==> src/rtl/isr_arb_pkg.sv <==
// Shared types and round-robin search helper for the InvertSQRoot arbiter.
package isr_arb_pkg;

   localparam int unsigned FLOAT_W   = 32;
   localparam int unsigned N_REQ_MAX = 8;
   localparam int unsigned ID_W_MAX  = 3;

   typedef struct packed {
      logic                valid;
      logic [ID_W_MAX-1:0] id;
   } isr_tag_t;

   typedef struct packed {
      logic                found;
      logic [ID_W_MAX-1:0] index;
   } rr_pick_t;

   // First asserted bit of vld at or above ptr, wrapping within the low n bits.
   function automatic rr_pick_t rr_pick(input logic [N_REQ_MAX-1:0] vld,
                                        input logic [ID_W_MAX-1:0]  ptr,
                                        input int unsigned          n);
      rr_pick_t            r;
      int unsigned         idx;
      logic [ID_W_MAX-1:0] sel;
      r = '0;
      for (int unsigned k = 0; k < N_REQ_MAX; k++) begin
         idx = (32'(ptr) + k) % n;
         sel = idx[ID_W_MAX-1:0];
         if (k < n && !r.found && vld[sel]) begin
            r.found = 1'b1;
            r.index = sel;
         end
      end
      return r;
   endfunction

endpackage

==> src/rtl/isr_tag_pipe.sv <==
// Requester-ID tag pipeline running in lockstep with the InvertSQRoot core.
module isr_tag_pipe
   import isr_arb_pkg::*;
#(
   parameter int unsigned LATENCY = 8,
   parameter int unsigned CNT_W   = 4
) (
   input  logic             clk,
   input  logic             rst,
   input  logic             shift,
   input  isr_tag_t         in_tag,
   output isr_tag_t         tail_tag,
   output logic [CNT_W-1:0] count
);

   isr_tag_t stage [LATENCY];

   always_ff @(posedge clk or posedge rst) begin
      if (rst) begin
         for (int unsigned i = 0; i < LATENCY; i++) stage[i] <= '0;
         count <= '0;
      end else if (shift) begin
         stage[0] <= in_tag;
         for (int unsigned i = 1; i < LATENCY; i++) stage[i] <= stage[i-1];
         count <= count + CNT_W'(in_tag.valid) - CNT_W'(stage[LATENCY-1].valid);
      end
   end

   assign tail_tag = stage[LATENCY-1];

endmodule

==> src/rtl/isr_arbiter.sv <==
// Round-robin sharing of one InvertSQRoot core between N_REQ requesters.
// Optional checker (err_sticky port + one-hot assertion) under ISR_ARB_CHECK_EN.
module isr_arbiter
   import isr_arb_pkg::*;
#(
   parameter  int unsigned N_REQ   = 4,
   parameter  int unsigned LATENCY = 8,
   parameter  int unsigned ID_W    = 2,
   localparam int unsigned CNT_W   = $clog2(LATENCY + 1)
) (
   input  logic                     clk,
   input  logic                     rst,
   input  logic                     en,
   input  logic [N_REQ-1:0]         req_valid,
   input  logic [FLOAT_W*N_REQ-1:0] req_data,
   output logic [N_REQ-1:0]         req_ready,
   output logic                     res_valid,
   output logic [FLOAT_W-1:0]       res_data,
   output logic [ID_W-1:0]          res_id,
   input  logic                     res_ready,
   output logic                     core_ce,
   output logic [FLOAT_W-1:0]       core_data_in,
   input  logic [FLOAT_W-1:0]       core_data_out,
   input  logic                     core_data_valid,
`ifdef ISR_ARB_CHECK_EN
   output logic                     err_sticky,
`endif
   output logic                     busy,
   output logic [CNT_W-1:0]         inflight
);

   isr_tag_t               tail_tag;
   isr_tag_t               tag_in;
   rr_pick_t               pick;
   logic [ID_W_MAX-1:0]    rr_ptr;
   logic [N_REQ_MAX-1:0]   vld_ext;
   logic                   grant_any;
   logic [ID_W_MAX-1:0]    grant_id;
   logic                   unused_bits;

   // rst gates core_ce so grants and core advance are dead while reset is held.
   always_comb begin
      vld_ext              = '0;
      vld_ext[N_REQ-1:0]   = req_valid;
      core_ce              = en & ~rst & (res_ready | ~tail_tag.valid);
      pick                 = rr_pick(vld_ext, rr_ptr, N_REQ);
      grant_any            = core_ce & pick.found;
      grant_id             = pick.index;
      tag_in.valid         = grant_any;
      tag_in.id            = grant_id;
      req_ready            = '0;
      core_data_in         = '0;
      for (int unsigned i = 0; i < N_REQ; i++) begin
         if (grant_any && grant_id == ID_W_MAX'(i)) begin
            req_ready[i] = 1'b1;
            core_data_in = req_data[i*FLOAT_W +: FLOAT_W];
         end
      end
   end

   always_ff @(posedge clk or posedge rst) begin
      if (rst)            rr_ptr <= '0;
      else if (grant_any) rr_ptr <= (grant_id == ID_W_MAX'(N_REQ - 1)) ? '0 : grant_id + 1'b1;
   end

   isr_tag_pipe #(
      .LATENCY (LATENCY),
      .CNT_W   (CNT_W)
   ) u_tag_pipe (
      .clk      (clk),
      .rst      (rst),
      .shift    (core_ce),
      .in_tag   (tag_in),
      .tail_tag (tail_tag),
      .count    (inflight)
   );

   assign res_valid   = tail_tag.valid;
   assign res_data    = core_data_out;
   assign res_id      = tail_tag.id[ID_W-1:0];
   assign busy        = (inflight != '0);
   assign unused_bits = ^{tail_tag, core_data_valid, pick.found};

`ifdef ISR_ARB_CHECK_EN
   // Overflow means a grant with a full pipe that is not draining on the same edge.
   always_ff @(posedge clk or posedge rst) begin
      if (rst) err_sticky <= 1'b0;
      else if ((core_ce & tail_tag.valid & ~core_data_valid) |
               (grant_any & (inflight == CNT_W'(LATENCY)) & ~(core_ce & tail_tag.valid)))
         err_sticky <= 1'b1;
   end

   a_grant_onehot: assert property (@(posedge clk) disable iff (rst) $onehot0(req_ready));
`endif

endmodule

==> config.mk <==
export PLATFORM = sky130hd
export DESIGN_NAME = isr_arbiter
export DESIGN_NICKNAME = d
export VERILOG_FILES = /design/src/rtl/isr_arb_pkg.sv /design/src/rtl/isr_tag_pipe.sv /design/src/rtl/isr_arbiter.sv
export SDC_FILE = /design/constraint.sdc
export NUM_CORES = 1
export LEC_CHECK = 0
export BUFFER_PORTS_ARGS = -buffer_cell sky130_fd_sc_hd__buf_4
export CAP_MARGIN = 5
export CELL_PAD_IN_SITES_DETAIL_PLACEMENT = 1
export CELL_PAD_IN_SITES_GLOBAL_PLACEMENT = 2
export CORE_MARGIN = 4
export CORE_UTILIZATION = 20
export DETAILED_ROUTE_END_ITERATION = 16
export PLACE_DENSITY_LB_ADDON = 0.1
export SYNTH_ARGS = -nofsm -noshare
export SYNTH_HDL_FRONTEND = slang
export SYNTH_SLANG_ARGS = --single-unit
==> constraint.sdc <==
create_clock -name clk -period 3.5 [get_ports clk]
set_input_delay 0.175 -clock clk [delete_from_list [all_inputs] [get_ports clk]]
set_output_delay 0.175 -clock clk [all_outputs]
set_load 0.02 [all_outputs]
==> results.yml <==
synth:
  syn_inst: 405
  postSynthAreaPerCell_um2: 7.19
  synth_top_area_share_pct: 25.8
  synth_area_leaders: "dfrtp_1 (26%), a21oi_1 (12%), buf_4 (9.0%)"
  netlist-cell-type-count: 33
  yosys_most_used_dff: "dfrtp_1"
  synth_edf_count: 0
  ys_ff_latch: 30
  yosysWarningCount: 0
  synth_largest_area_cell: "dfrtp_1"
  async_flop_share_pct: 100
  syn_area_um2: 2910
  ys_seq_area_share_pct: 25.8
  syn_nets: 584
flow_run:
  drv_cap: 0
place:
  port_buffers: 180
  gp_congestion: 0.796
  dpl.hpwl_um: 9400
setup_path:
  critPathLaunchType: "flop"
  arrival_ns: 2.90
  crit_type: "flop to primary output"
  end_kind: "primary output"
  crit_required_ns: 3.32
  path_max_fanout: 28
clocking:
  cts_tree: "done"
  post-cts-setup-buffer-count: 0
  cts_buffer_depth: 2
  h-tree-depth: 2
  cts-buffers-inserted: 5
  clock-sinks: 30
  clkTransAtPathRegs_ns: 0.05
  worstSkewPairLatency_ns: 0.27
  root_buffer: "clkbuf_16"
grt:
  grt_use_total_pct: 13.9
  grt_pass1_vias: 3530
  overflow: 0
  grt_max_degree: 66
  grt_pass1_wl_um: 18300
  antenna_found_initial: 0
floorplan:
  coreArea_um2: 14000
  num_rows: 43
  dieArea_um2: 16600
  die_h_um: 129
  start_util_pct: 20.7
  pin_count: 246
  die_x_um: 129
routing:
  wl_per_cell_um: 16.9
  post-route-drc-count: 0
  dr.pass1.iters: 6
  viasPerCell: 4.55
  drt-total-wl_um: 12100
  vias: 3259
  detail-route-antenna-nets: 0
  drt_iter0_drc: 71
min_path:
  hp-class: "input pin to asynchronous set/reset pin"
timing:
  worstMarginPinSlew_ns: 0.651
  rsz0062_at_grt: "false"
  period_needed_ns: 3.08
  fmax_mhz: 325
  setup_viol: 0
  fin_crit_sh_pct: 87.9
  drv_slew: 0
  hold_viol: 0
  hold-worst-slack_ns: 0.00367
  slew_headroom_pct: 56.6
  fin_worst_skew_ns: 0.00421
  setup_tns_ns: 0
power:
  leakagePower_nw: 2.18
  finalPower_mw: 2.90
  ir_worst_vdd_mv: 0.209
  power_density_nw_per_um2: 664
run_status:
  status: "finished clean"
finish:
  drive_above_1_share_pct: 42.8
  mostFrequentLayoutCells: "buf_4 (188), a21oi_1 (68), inv_1 (43), nand2_1 (40), o21ai_0 (36)"
  nNetsFinal: 715
  final_common_cell: "buf_4"
  num_antenna_cells: 0
  syn_to_final_growth_pct: 50.0
[cell families (layout without fill, tap and decap cells)]
group,count (synthesis),in the layout,share of synthesized area (%)
AOI/OAI and AO/OA,143,143,28.2
buffers and inverters,112,244,19.3
and+or+nand+nor,86,86,12.9
DFF,30,30,25.8
muxes,22,22,8.64
adders and majority gates,10,10,4.56
xor gates and xnor gates,2,2,0.602
[synth_stat cells, types with 2 or more instances]
| library cell | count |
|---|---|
| nand2_1 | 40 |
| a22oi_1 | 32 |
| o21ai_1 | 2 |
| inv_1 | 43 |
| a21oi_1 | 68 |
| clkbuf_1 | 19 |
| nor2b_1 | 2 |
| and2_1 | 4 |
| ha_1 | 9 |
| nor2_1 | 32 |
| inv_2 | 3 |
| o21ai_0 | 36 |
| buf_1 | 4 |
| dfrtp_1 | 30 |
| nand2b_1 | 2 |
| buf_2 | 8 |
| mux2_2 | 21 |
| buf_4 | 35 |
[state kept, by name (all words and copies together) (netlist names)]
register,flops
u_tag_pipe.count,4
u_tag_pipe.stage,21
u_tag_pipe.tail_tag,3
rr_ptr,2
[final timing paths]
kind                                         from                endpoint  slack (ns)  cells past startpoint
min in group clk                        res_ready  u_tag_pipe.tail_tag[3]        0.22                      3
hold / removal                                rst     u_tag_pipe.count[1]       0.004                      3
setup / recovery                        rr_ptr[0]         core_data_in[4]        0.42                     11
max in group asynchronous                     rst    u_tag_pipe.stage[13]        3.22                      3
setup reg to reg           u_tag_pipe.tail_tag[3]     u_tag_pipe.count[2]        1.52                      9
hold reg to reg              u_tag_pipe.stage[28]    u_tag_pipe.stage[28]        0.48                      2
[metrics by stage]
stage | util [%] | cell area [µm²] | setup WS, ns | cells
global placement | 30.0 | 4210 | 0.620 | 709
CTS | 31.0 | 4360 | 0.252 | 717
detailed placement | 30.0 | 4210 | 0.555 | 709
finish | 31.1 | 4370 | 0.425 | 717
global route | 31.1 | 4370 | 0.0969 | 717
floorplan | - | 2910 | 1.09 | 405
[routing by layer]
layer / routed length [µm] / vias to the layer above / GRT usage, %
met5: 0 / - / 0
met2: 6060 / 123 / 24.8
li1: - / 1584 / -
met1: 4490 / 1534 / 15.1
met3: 1420 / 18 / 6.39
met4: 149 / 0 / 2.78
[worst max-delay path, cell delays in order (launching register included)]
cell	delay [ns]
dfrtp_1	0.39
inv_1	0.10
nor3_1	0.06
or4b_4	0.58
inv_2	0.10
ha_2	0.53
buf_4	0.31
a21oi_1	0.08
o21ai_0	0.11
a22oi_1	0.08
nor2_1	0.12
buf_4	0.16
[final cells by class]
class,count,area [µm²]
clock buffer,6,139
clock inverter,2,12.5
fill,1719,9670
inverter,46,173
multi-input combinational,263,1620
sequential,30,751
tap,180,225
timing repair buffer,190,1450
[report_power, final]
part | internal, mW | switching (mW) | total, mW
Combinational | 0.835 | 1.03 | 1.86
Sequential | 0.512 | 0.101 | 0.613
Clock | 0.281 | 0.146 | 0.427
Total | 1.63 | 1.27 | 2.90
[what timing repair did]
| action | in CTS | in global routing |
|---|---|---|
| hold buffers | 0 | 0 |
| endpoints found under the setup margin | 0 | 3 |
| endpoints found under the hold margin | 0 | 0 |
| gates resized for setup | 0 | 1 |
Note: power is estimated with default switching activity, not from simulation.
